[src/rtl/module_pipe_flopr.sv]
// -----------------------------------------------------------------------------
// module_pipe_flopr
//
// Elastic register pipeline of DEPTH stages with valid/ready handshaking on
// both sides. Each stage holds a valid bit and a WIDTH-bit data register.
// A stage accepts new contents whenever it is empty or the stage after it is
// moving, so bubbles travel down the pipe while data flows and are squeezed
// out while the output is stalled. A synchronous flush drops every stored
// item without touching the data registers.
//
// Ports
//   clk_i        single clock, rising edge
//   rst_i        asynchronous reset, active low; clears valid and data
//   flush_i      synchronous flush of all stored items
//   in_valid_i   upstream item present on in_data_i
//   in_data_i    upstream data, WIDTH bits
//   in_ready_o   pipeline accepts the upstream item this cycle
//   out_valid_o  item present on out_data_o (flop output)
//   out_data_o   data of the last stage (flop output)
//   out_ready_i  downstream accepts the item this cycle
//   count_o      number of occupied stages, 0..DEPTH (flop output)
//
// The only combinational input-to-output path is out_ready_i/flush_i to
// in_ready_o through the stage ready chain.
// -----------------------------------------------------------------------------
module module_pipe_flopr #(
  parameter int WIDTH = 8,
  parameter int DEPTH = 2
) (
  input  logic                       clk_i,
  input  logic                       rst_i,
  input  logic                       flush_i,
  input  logic                       in_valid_i,
  input  logic [WIDTH-1:0]           in_data_i,
  output logic                       in_ready_o,
  output logic                       out_valid_o,
  output logic [WIDTH-1:0]           out_data_o,
  input  logic                       out_ready_i,
  output logic [$clog2(DEPTH+1)-1:0] count_o
);

  localparam int CW = $clog2(DEPTH + 1);

  // Stage state: index 0 is the input stage, DEPTH-1 drives the outputs.
  logic [DEPTH-1:0] valid_q, valid_d;
  logic [WIDTH-1:0] data_q [DEPTH];
  logic [WIDTH-1:0] data_d [DEPTH];

  // Occupancy is kept in its own register so count_o is a pure flop output.
  logic [CW-1:0] count_q, count_d;

  // Per-stage ready, and what each stage would load from its upstream side.
  logic [DEPTH-1:0] stage_ready;
  logic [DEPTH-1:0] up_valid;
  logic [WIDTH-1:0] up_data [DEPTH];

  // ---------------------------------------------------------------------------
  // Ready chain, walked from the output end back to the input stage. A running
  // local carries ready[k+1] so the vector never reads its own bits.
  // ---------------------------------------------------------------------------
  always_comb begin
    // NOTE: every always_comb output gets a default before any condition;
    // a path that leaves a signal unassigned would infer a latch.
    logic r;
    stage_ready = '0;
    r           = out_ready_i;
    for (int k = DEPTH - 1; k >= 0; k--) begin
      r              = !valid_q[k] || r;
      stage_ready[k] = r;
    end
  end

  // Flush blocks the input transfer but leaves the output transfer alone.
  assign in_ready_o = stage_ready[0] && !flush_i;

  // ---------------------------------------------------------------------------
  // Upstream view of each stage: stage 0 sees the input port, stage k sees
  // stage k-1.
  // ---------------------------------------------------------------------------
  always_comb begin
    up_valid[0] = in_valid_i;
    up_data[0]  = in_data_i;
    for (int k = 1; k < DEPTH; k++) begin
      up_valid[k] = valid_q[k-1];
      up_data[k]  = data_q[k-1];
    end
  end

  // ---------------------------------------------------------------------------
  // Next-state: ready stages shift, non-ready stages hold. Data only follows a
  // valid item, so a bubble leaves the previous data in place. Flush clears
  // every valid bit and freezes the data registers.
  // ---------------------------------------------------------------------------
  always_comb begin
    valid_d = valid_q;
    data_d  = data_q;
    for (int k = 0; k < DEPTH; k++) begin
      if (stage_ready[k]) begin
        valid_d[k] = up_valid[k];
        if (up_valid[k] && !flush_i) begin
          data_d[k] = up_data[k];
        end
      end
    end
    if (flush_i) begin
      valid_d = '0;
    end
  end

  // Population count of the next valid vector, registered alongside it.
  always_comb begin
    count_d = '0;
    for (int k = 0; k < DEPTH; k++) begin
      count_d = count_d + CW'(valid_d[k]);
    end
  end

  // ---------------------------------------------------------------------------
  // State registers.
  // ---------------------------------------------------------------------------
  always_ff @(posedge clk_i or negedge rst_i) begin
    if (!rst_i) begin
      valid_q <= '0;
      count_q <= '0;
      // NOTE: the data registers are reset as well because out_data_o must
      // read 0 straight out of reset; storage that nobody observes before it
      // is written would normally be left unreset.
      for (int k = 0; k < DEPTH; k++) begin
        data_q[k] <= '0;
      end
    end else begin
      // NOTE: sequential state uses non-blocking assignment so every register
      // samples the pre-edge values regardless of statement order.
      valid_q <= valid_d;
      count_q <= count_d;
      for (int k = 0; k < DEPTH; k++) begin
        data_q[k] <= data_d[k];
      end
    end
  end

  assign out_valid_o = valid_q[DEPTH-1];
  assign out_data_o  = data_q[DEPTH-1];
  assign count_o     = count_q;

endmodule

[config.mk]
export PLATFORM = sky130hd
export DESIGN_NAME = module_pipe_flopr
export DESIGN_NICKNAME = d
export VERILOG_FILES = /design/src/rtl/module_pipe_flopr.sv
export SDC_FILE = /design/constraint.sdc
export NUM_CORES = 1
export LEC_CHECK = 0
export ABC_AREA = 1
export BUFFER_PORTS_ARGS = -buffer_cell sky130_fd_sc_hd__buf_2
export CAP_MARGIN = 30
export CORE_MARGIN = 8
export CORE_UTILIZATION = 52
export CTS_BUF_LIST = sky130_fd_sc_hd__clkbuf_8
export DETAILED_ROUTE_END_ITERATION = 10
export PLACE_DENSITY = 0.8
export SYNTH_ARGS = -nofsm -noshare
export SYNTH_HDL_FRONTEND = slang
export SYNTH_SLANG_ARGS = --single-unit
[constraint.sdc]
create_clock -name clk_i -period 1.6 [get_ports clk_i]
set_input_delay 0.32 -clock clk_i [delete_from_list [all_inputs] [get_ports clk_i]]
set_output_delay 0.32 -clock clk_i [all_outputs]
set_load 0.01 [all_outputs]
Word level (Yosys, flattened, before mapping). Cells that the tools add are included.

Bits of input ports: 13. Output and inout bits: 12. Bits in registers: 20. Logic and storage cells: 18.

Reduce and logical (&&, ||, !) cells: 10. Mux-type cells: 3. Add/sub/neg operators: 1.

Operators with widths (count): $reduce_and 2->1 (2); $logic_and 1x1->1 (3); $logic_not 1->1 (3); $add 1x1->2 (1); $logic_or 1x1->1 (2); $mux 1 (2); $mux 2 (1).

Logic depth before layout (Yosys ltp). Gate-level depths: netlist of run 1.

Word-level depth: 6. Gate-level depth with buffers: 5. Gate-level depth less buffers: 5.

Worst setup path before layout of run 1. Ideal clock, no wire load.

Path type: register to register. Start point: register valid_q[1]. End point: register count_q[0], in the netlist count_o[0]. Arrival time: 1.103 ns. Library setup time: 0.126 ns. Required time: 1.474 ns. Path buffers: 1. Stages on the path, launching flop included: 5. Setup slack: 0.371 ns. Clock period less this slack: 1.229 ns. Cell sequence: dfrtp_1 nand3_2 buf_2 a21oi_1 ha_1.

Word-level cells in the longest chain between the ends: 6. Elaborated cells on any way between the ends: 7. Classes of those cells: 1 x add/sub; 3 x mux; 3 x reduce/logical.

RTL lines: start: declaration (line 45) `logic [DEPTH-1:0] valid_q, valid_d;`; start signal: assignment (line 134) `valid_q <= valid_d;`; $logic_not 1->1 (line 68) `r = !valid_q[k] || r;`; $logic_or 1x1->1 (2 in a row) (line 68); $mux 1 (line 98) `if (stage_ready[k]) begin`; $mux 2 (line 105) `if (flush_i) begin`; named net valid_d[0] (line 45); $add 1x1->2 (line 114) `count_d = count_d + CW'(valid_d[k]);`; named net count_d[0] (line 50) `logic [CW-1:0] count_q, count_d;`; end signal: assignment (line 135) `count_q <= count_d;`; end: declaration (line 50).

The timed path passes the listed nets, and every way through them passes these cells. A chain may end at the register's enable or synchronous reset.

Final worst setup path of run 1.
Start point: register valid_q[1]. End point: output in_ready_o.

Word-level cells in the longest chain between the ends: 4.

RTL lines: $logic_not 1->1 (line 68); $logic_or 1x1->1 (2 in a row) (line 68); $logic_and 1x1->1 (line 74) `assign in_ready_o = stage_ready[0] && !flush_i;`; end: declaration (line 35) `output logic in_ready_o,`.

No other way between the ends.

==> metrics.cfg, run 1 <==
[run_status]
status=finished with violations
violations=hold timing

[power_and_ir_drop]
ir_drop_v=0.000621
p_per_area_nw_per_um2=1170
p_leak_nw=0.582

[cells_and_area]
drive_gt1_share_pct=31.3
fin_area_um2=1010
nets=127
syn_to_final_growth_pct=15.8
fill_cells=144
antenna_cells=0

[die]
num_rows=14
die_h_um=57.0
dieWidth_um=57.0
io_pins=25
start_util_pct=56.6
coreArea_um2=1540
die_area_um2=3240

[route]
drc=0
wirelength_um=1540
via_per_inst=4.92
antenna_left=0
dr.pass1.iters=5
wl_per_cell_um=12.0
drt_iter0_drc=32
num_vias=630

[clock_tree]
cts_resized=0
holdBufCountCts=0
ctsLongestPathBuffers=2
post_cts_buffers=0
clk_latency_ns=0.25
cts_buffers=3
tritoncts=done
root_buffer=clkbuf_8
clkTransAtPathRegs_ns=0.07
ctsHtreeMaxLevel=1
cts.sinks=20

[synth]
ys_warn_count=0
synth_cell_types=12
synth_nets=106
synth.largest_area_cell=dfrtp_1
synth_area_leaders=dfrtp_1 57%, nand2_1 14%, nand3_1 9.2%
yosys-top-cells-count=33 x nand2_1, 20 x dfrtp_1, 16 x nand3_1
synth_edf_count=0
yosysMostFrequentCell=nand2_1
seq_area_frac_synth_pct=57.4
synthFlopType=dfrtp_1
synth.avg_cell_area_um2=9.48
synth.cell_area_um2=872
synth_cells=92
synth_async_sr_flop_share_pct=100
yosysTopAreaCellShare_pct=57.4
ys_seq_elements=20

[critical_path]
r2r-end=count_o[0]
reg2reg_depth=3
r2r_start=valid_q[1]
crit_path_max_fanout=6
cp-end-kind=primary output
worstPathArrival_ns=1.08
slowest_stage=dfrtp_1
r2r_slack_ns=0.42
critPathMaxStageDelay_ns=0.39
required_ns=1.28
path_cells=nand3_2, nand2_1, inv_1, buf_2
startpoint_type=flop
critical_path_class=reg2out
endpoint=in_ready_o
crit_start=valid_q[1]

[run]
cap_viol_max_count=0

[worst_hold_path]
hold_path.class=in2async

[global_route]
antenna_found_initial=0
grt_max_degree=21
grt_pass1_vias=654
grt.overflow.total=0
grt_usage_pct=9.81
grt_first_pass_wirelength_um=2670

[sta]
drv_slew=0
finalHoldViolCount=9
finalCritPeriodShare_pct=87.2
fin_crit_ns=1.40
slew_headroom_pct=71.6
fmax_mhz=716
setup_viol=0
rsz0062_at_grt=false
tightest_slew_ns=0.425
tns_ns=0
finClkSkew_ns=0.00476
holdWs_ns=-0.00515

[place]
gp_congestion=0.764
placed_area_um2=955
portBuffers=24
dp_hpwl_um=1200

cells by family after synthesis:
group,synth area share [%]
and+or+nand+nor,30.4
DFF,57.4
buffers and inverters,9.61
AOI/OAI and AO/OA,1.15
adders and majority gates,1.43
routing by layer:
layer	track usage (%)	vias to the layer above	part of all wire, %
met5	0	-	0
met4	6.04	0	1.8
met3	2.65	2	5.6
met2	14.4	20	46
met1	12.5	281	46
li1	-	327	-
layout make-up:
| class | instances | area [µm²] | share of cell area [%] |
|---|---|---|---|
| inverter | 5 | 18.8 | 1.86 |
| tap | 16 | 20.0 | 1.98 |
| timing repair buffer | 25 | 128 | 12.6 |
| multi-input combinational | 58 | 288 | 28.5 |
| clock buffer | 4 | 55.1 | 5.45 |
| sequential | 20 | 500 | 49.6 |
how the worst min path moves through the flow:
stage / slack (ns) / from / end
global route: 0.03 / rst_i / data_q[10]
detailed placement: 0.28 / rst_i / count_o[0]
finish: -0.005 / rst_i / count_o[0]
global placement: 0.28 / rst_i / count_o[0]
CTS: 0.01 / rst_i / count_o[0]
floorplan: 0.02 / rst_i / count_o[0]
sequential cells by signal, indices dropped and copies added, names as in the netlist:
signal,count
count_o,2
data_q,8
out_data_o,8
valid_q,2
layout by cell type, fill, tap and decap left out:
| cell | synthesis | layout |
|---|---|---|
| nand3_1 | 16 | 16 |
| a21oi_1 | 2 | 2 |
| inv_1 | 5 | 5 |
| nor2_4 | 2 | 2 |
| buf_2 | 1 | 24 |
| ha_1 | 1 | 1 |
| nand3_2 | 1 | 1 |
| nand2_2 | 1 | 1 |
| buf_4 | 8 | 1 |
| nand2_1 | 33 | 33 |
| clkbuf_8 | 0 | 4 |
| dfrtp_1 | 20 | 20 |
| nand2_4 | 2 | 2 |
critical path, delay by kind of cell (launching register included):
| kind | cells | cell delay [ns] |
|---|---|---|
| buf+inv | 2 | 0.17 |
| flops | 1 | 0.39 |
| simple gates | 2 | 0.27 |
metrics by stage:
step / cells / utilization (%) / setup slack (ns) / hold WS, ns / power, mW
6_report: 128 / 65.5 / 0.204 / -0.00515 / 1.18
5_1_grt: 128 / 65.5 / 0.153 / 0.0324 / 1.25
4_1_cts: 128 / 65.5 / 0.192 / 0.0108 / 1.20
3_5_place_dp: 124 / 61.9 / 0.342 / 0.282 / 0.826
3_3_place_gp: 124 / 61.9 / 0.381 / 0.276 / 0.818
2_1_floorplan: 92 / - / 0.371 / 0.0244 / 0.785
power breakdown:
| part | internal, mW | switching, mW |
|---|---|---|
| combinational | 0.0794 | 0.112 |
| clock | 0.218 | 0.153 |
| sequential | 0.580 | 0.0392 |
No activity file was read; power rests on OpenSTA's default activity.
==> run 2, diff against run 1 <==
--- a/config.mk
+++ b/config.mk
@@ -8,9 +8,9 @@
 export ABC_AREA = 1
-export BUFFER_PORTS_ARGS = -buffer_cell sky130_fd_sc_hd__buf_2
 export CAP_MARGIN = 30
 export CORE_MARGIN = 8
-export CORE_UTILIZATION = 52
+export CORE_UTILIZATION = 61
 export CTS_BUF_LIST = sky130_fd_sc_hd__clkbuf_8
 export DETAILED_ROUTE_END_ITERATION = 10
-export PLACE_DENSITY = 0.8
+export DONT_BUFFER_PORTS = 1
+export PLACE_DENSITY = 0.77
 export SYNTH_ARGS = -nofsm -noshare
==> constraint.sdc (replaced) <==
create_clock -name clk_i -period 1.58 [get_ports clk_i]
set_input_delay 0.316 -clock clk_i [delete_from_list [all_inputs] [get_ports clk_i]]
set_output_delay 0.316 -clock clk_i [all_outputs]
set_load 0.02 [all_outputs]
==> metrics.cfg, run 2 (synthesis results as in run 1) <==
[power_and_ir_drop]
p_int_mw=0.798
swShare_pct=28.7
p_switching_mw=0.321
p_per_area_nw_per_um2=1270
total_power_mw=1.12
p_seq_share_pct=61.9
clkPwrFrac_pct=28.0
ir_drop_v=0.000695
p_comb_share_pct=10.0
p_leak_nw=0.476

[route]
wl_met2_um=842
dr.pass1.iters=4
wirelength_um=1590
wl_per_cell_um=15.4
top_layer=met4
via_per_inst=5.63
wl_met1_um=614
num_vias=580
antenna_left=0
routed-wl-met3_um=93
drc=0
drt_iter0_drc=12

[critical_path]
critical_path_class=reg2out
crit_path_max_fanout=11
cp-end-kind=primary output
worstPathArrival_ns=1.13
required_ns=1.26
startpoint_type=flop

[cells_and_area]
mostFrequentLayoutCell=nand2_1
fin_area_um2=885
antenna_cells=0
syn_to_final_growth_pct=1.43
final_cell_mix=33 x nand2_1, 20 x dfrtp_1, 16 x nand3_1
ff_latch_area_um2=500
nets=104
multi_input_area_um2=288
fill_cells=115
fin_util_pct=67.1
drive_gt1_share_pct=11.4

[sta]
finClkSkew_ns=0.00130
holdWs_ns=0.139
rsz0062_at_grt=false
setup_viol=0
tightest_slew_ns=0.849
tns_ns=0
slew_headroom_pct=43.2
finalCritPeriodShare_pct=91.3
finalHoldViolCount=0
fin_crit_ns=1.44
drv_slew=0
fmax_mhz=694

[die]
coreArea_um2=1320
die_h_um=53.8
start_util_pct=66.2
io_pins=25
num_rows=13
dieWidth_um=53.8
die_area_um2=2900

[place]
placed_area_um2=833
portBuffers=0
dp_hpwl_um=1170
gp_congestion=0.749

[clock_tree]
root_buffer=clkbuf_8
clkTransAtPathRegs_ns=0.06
tritoncts=done
ctsHtreeMaxLevel=1
clk_latency_ns=0.25
cts.sinks=20
cts_buffers=3
ctsLongestPathBuffers=2

[global_route]
grt_usage_pct=11.8
grt_first_pass_wirelength_um=2460
grt_max_degree=21
antenna_found_initial=0
grt_pass1_vias=582
grt.overflow.total=0

[run_status]
status=completed

[run]
cap_viol_max_count=0

[worst_hold_path]
hold_path.class=in2reg

run 2: changes by cell type in the layout (fill, tap and decap cells not counted):
cell | previous run | this run
buf_2 | 24 | 0
clkbuf_8 | 4 | 3
dlygate4sd3_1 | 0 | 1
run 2: per-layer routing:
metal | vias up | track usage (%)
li1 | 277 | -
met1 | 271 | 11.5
met2 | 24 | 21.2
met3 | 8 | 4.41
met4 | 0 | 6.30
met5 | - | 0
run 2: power groups by stage:
stage	registers [mW]	clock network [mW]	logic (mW)
2_1_floorplan	0.634	0	0.202
3_3_place_gp	0.702	0	0.0973
3_5_place_dp	0.706	0	0.103
4_1_cts	0.697	0.319	0.115
5_1_grt	0.704	0.340	0.130
6_report	0.693	0.314	0.112
run 2: path summary, 6_finish.rpt:
check / slack, ns / depth (start not counted) / startpoint / to
setup / recovery: 0.14 / 3 / valid_q[1] / in_ready_o
hold / removal: 0.14 / 1 / flush_i / valid_q[0]
setup reg to reg: 0.30 / 3 / valid_q[1] / count_o[0]
hold reg to reg: 0.47 / 2 / data_q[12] / data_q[12]
max in group asynchronous: 0.44 / 1 / rst_i / count_o[0]
min in group asynchronous: 0.62 / 1 / rst_i / valid_q[0]
run 2: what timing repair did:
item	4_1_cts	5_1_grt
hold endpoints to repair	20	0
resized for setup	0	0
setup buffers	0	0
hold buffers	1	0
endpoints found under the setup margin	0	0
run 2: final cells by class:
class,instances,area share (%)
clock buffer,3,4.67
inverter,5,2.12
multi-input combinational,58,32.5
sequential,20,56.6
tap,15,2.12
timing repair buffer,2,1.98
run 2: per-stage QoR:
stage,worst slack [ns],instances
5_1_grt,0.0725,103
6_report,0.138,103
3_3_place_gp,0.386,99
2_1_floorplan,0.274,92
3_5_place_dp,0.298,99
4_1_cts,0.135,103
run 2: critical path, cell delays in order (launching register included):
cell and delay, ns:
dfrtp_1 0.41, nand3_2 0.24, nand2_1 0.12, inv_1 0.11
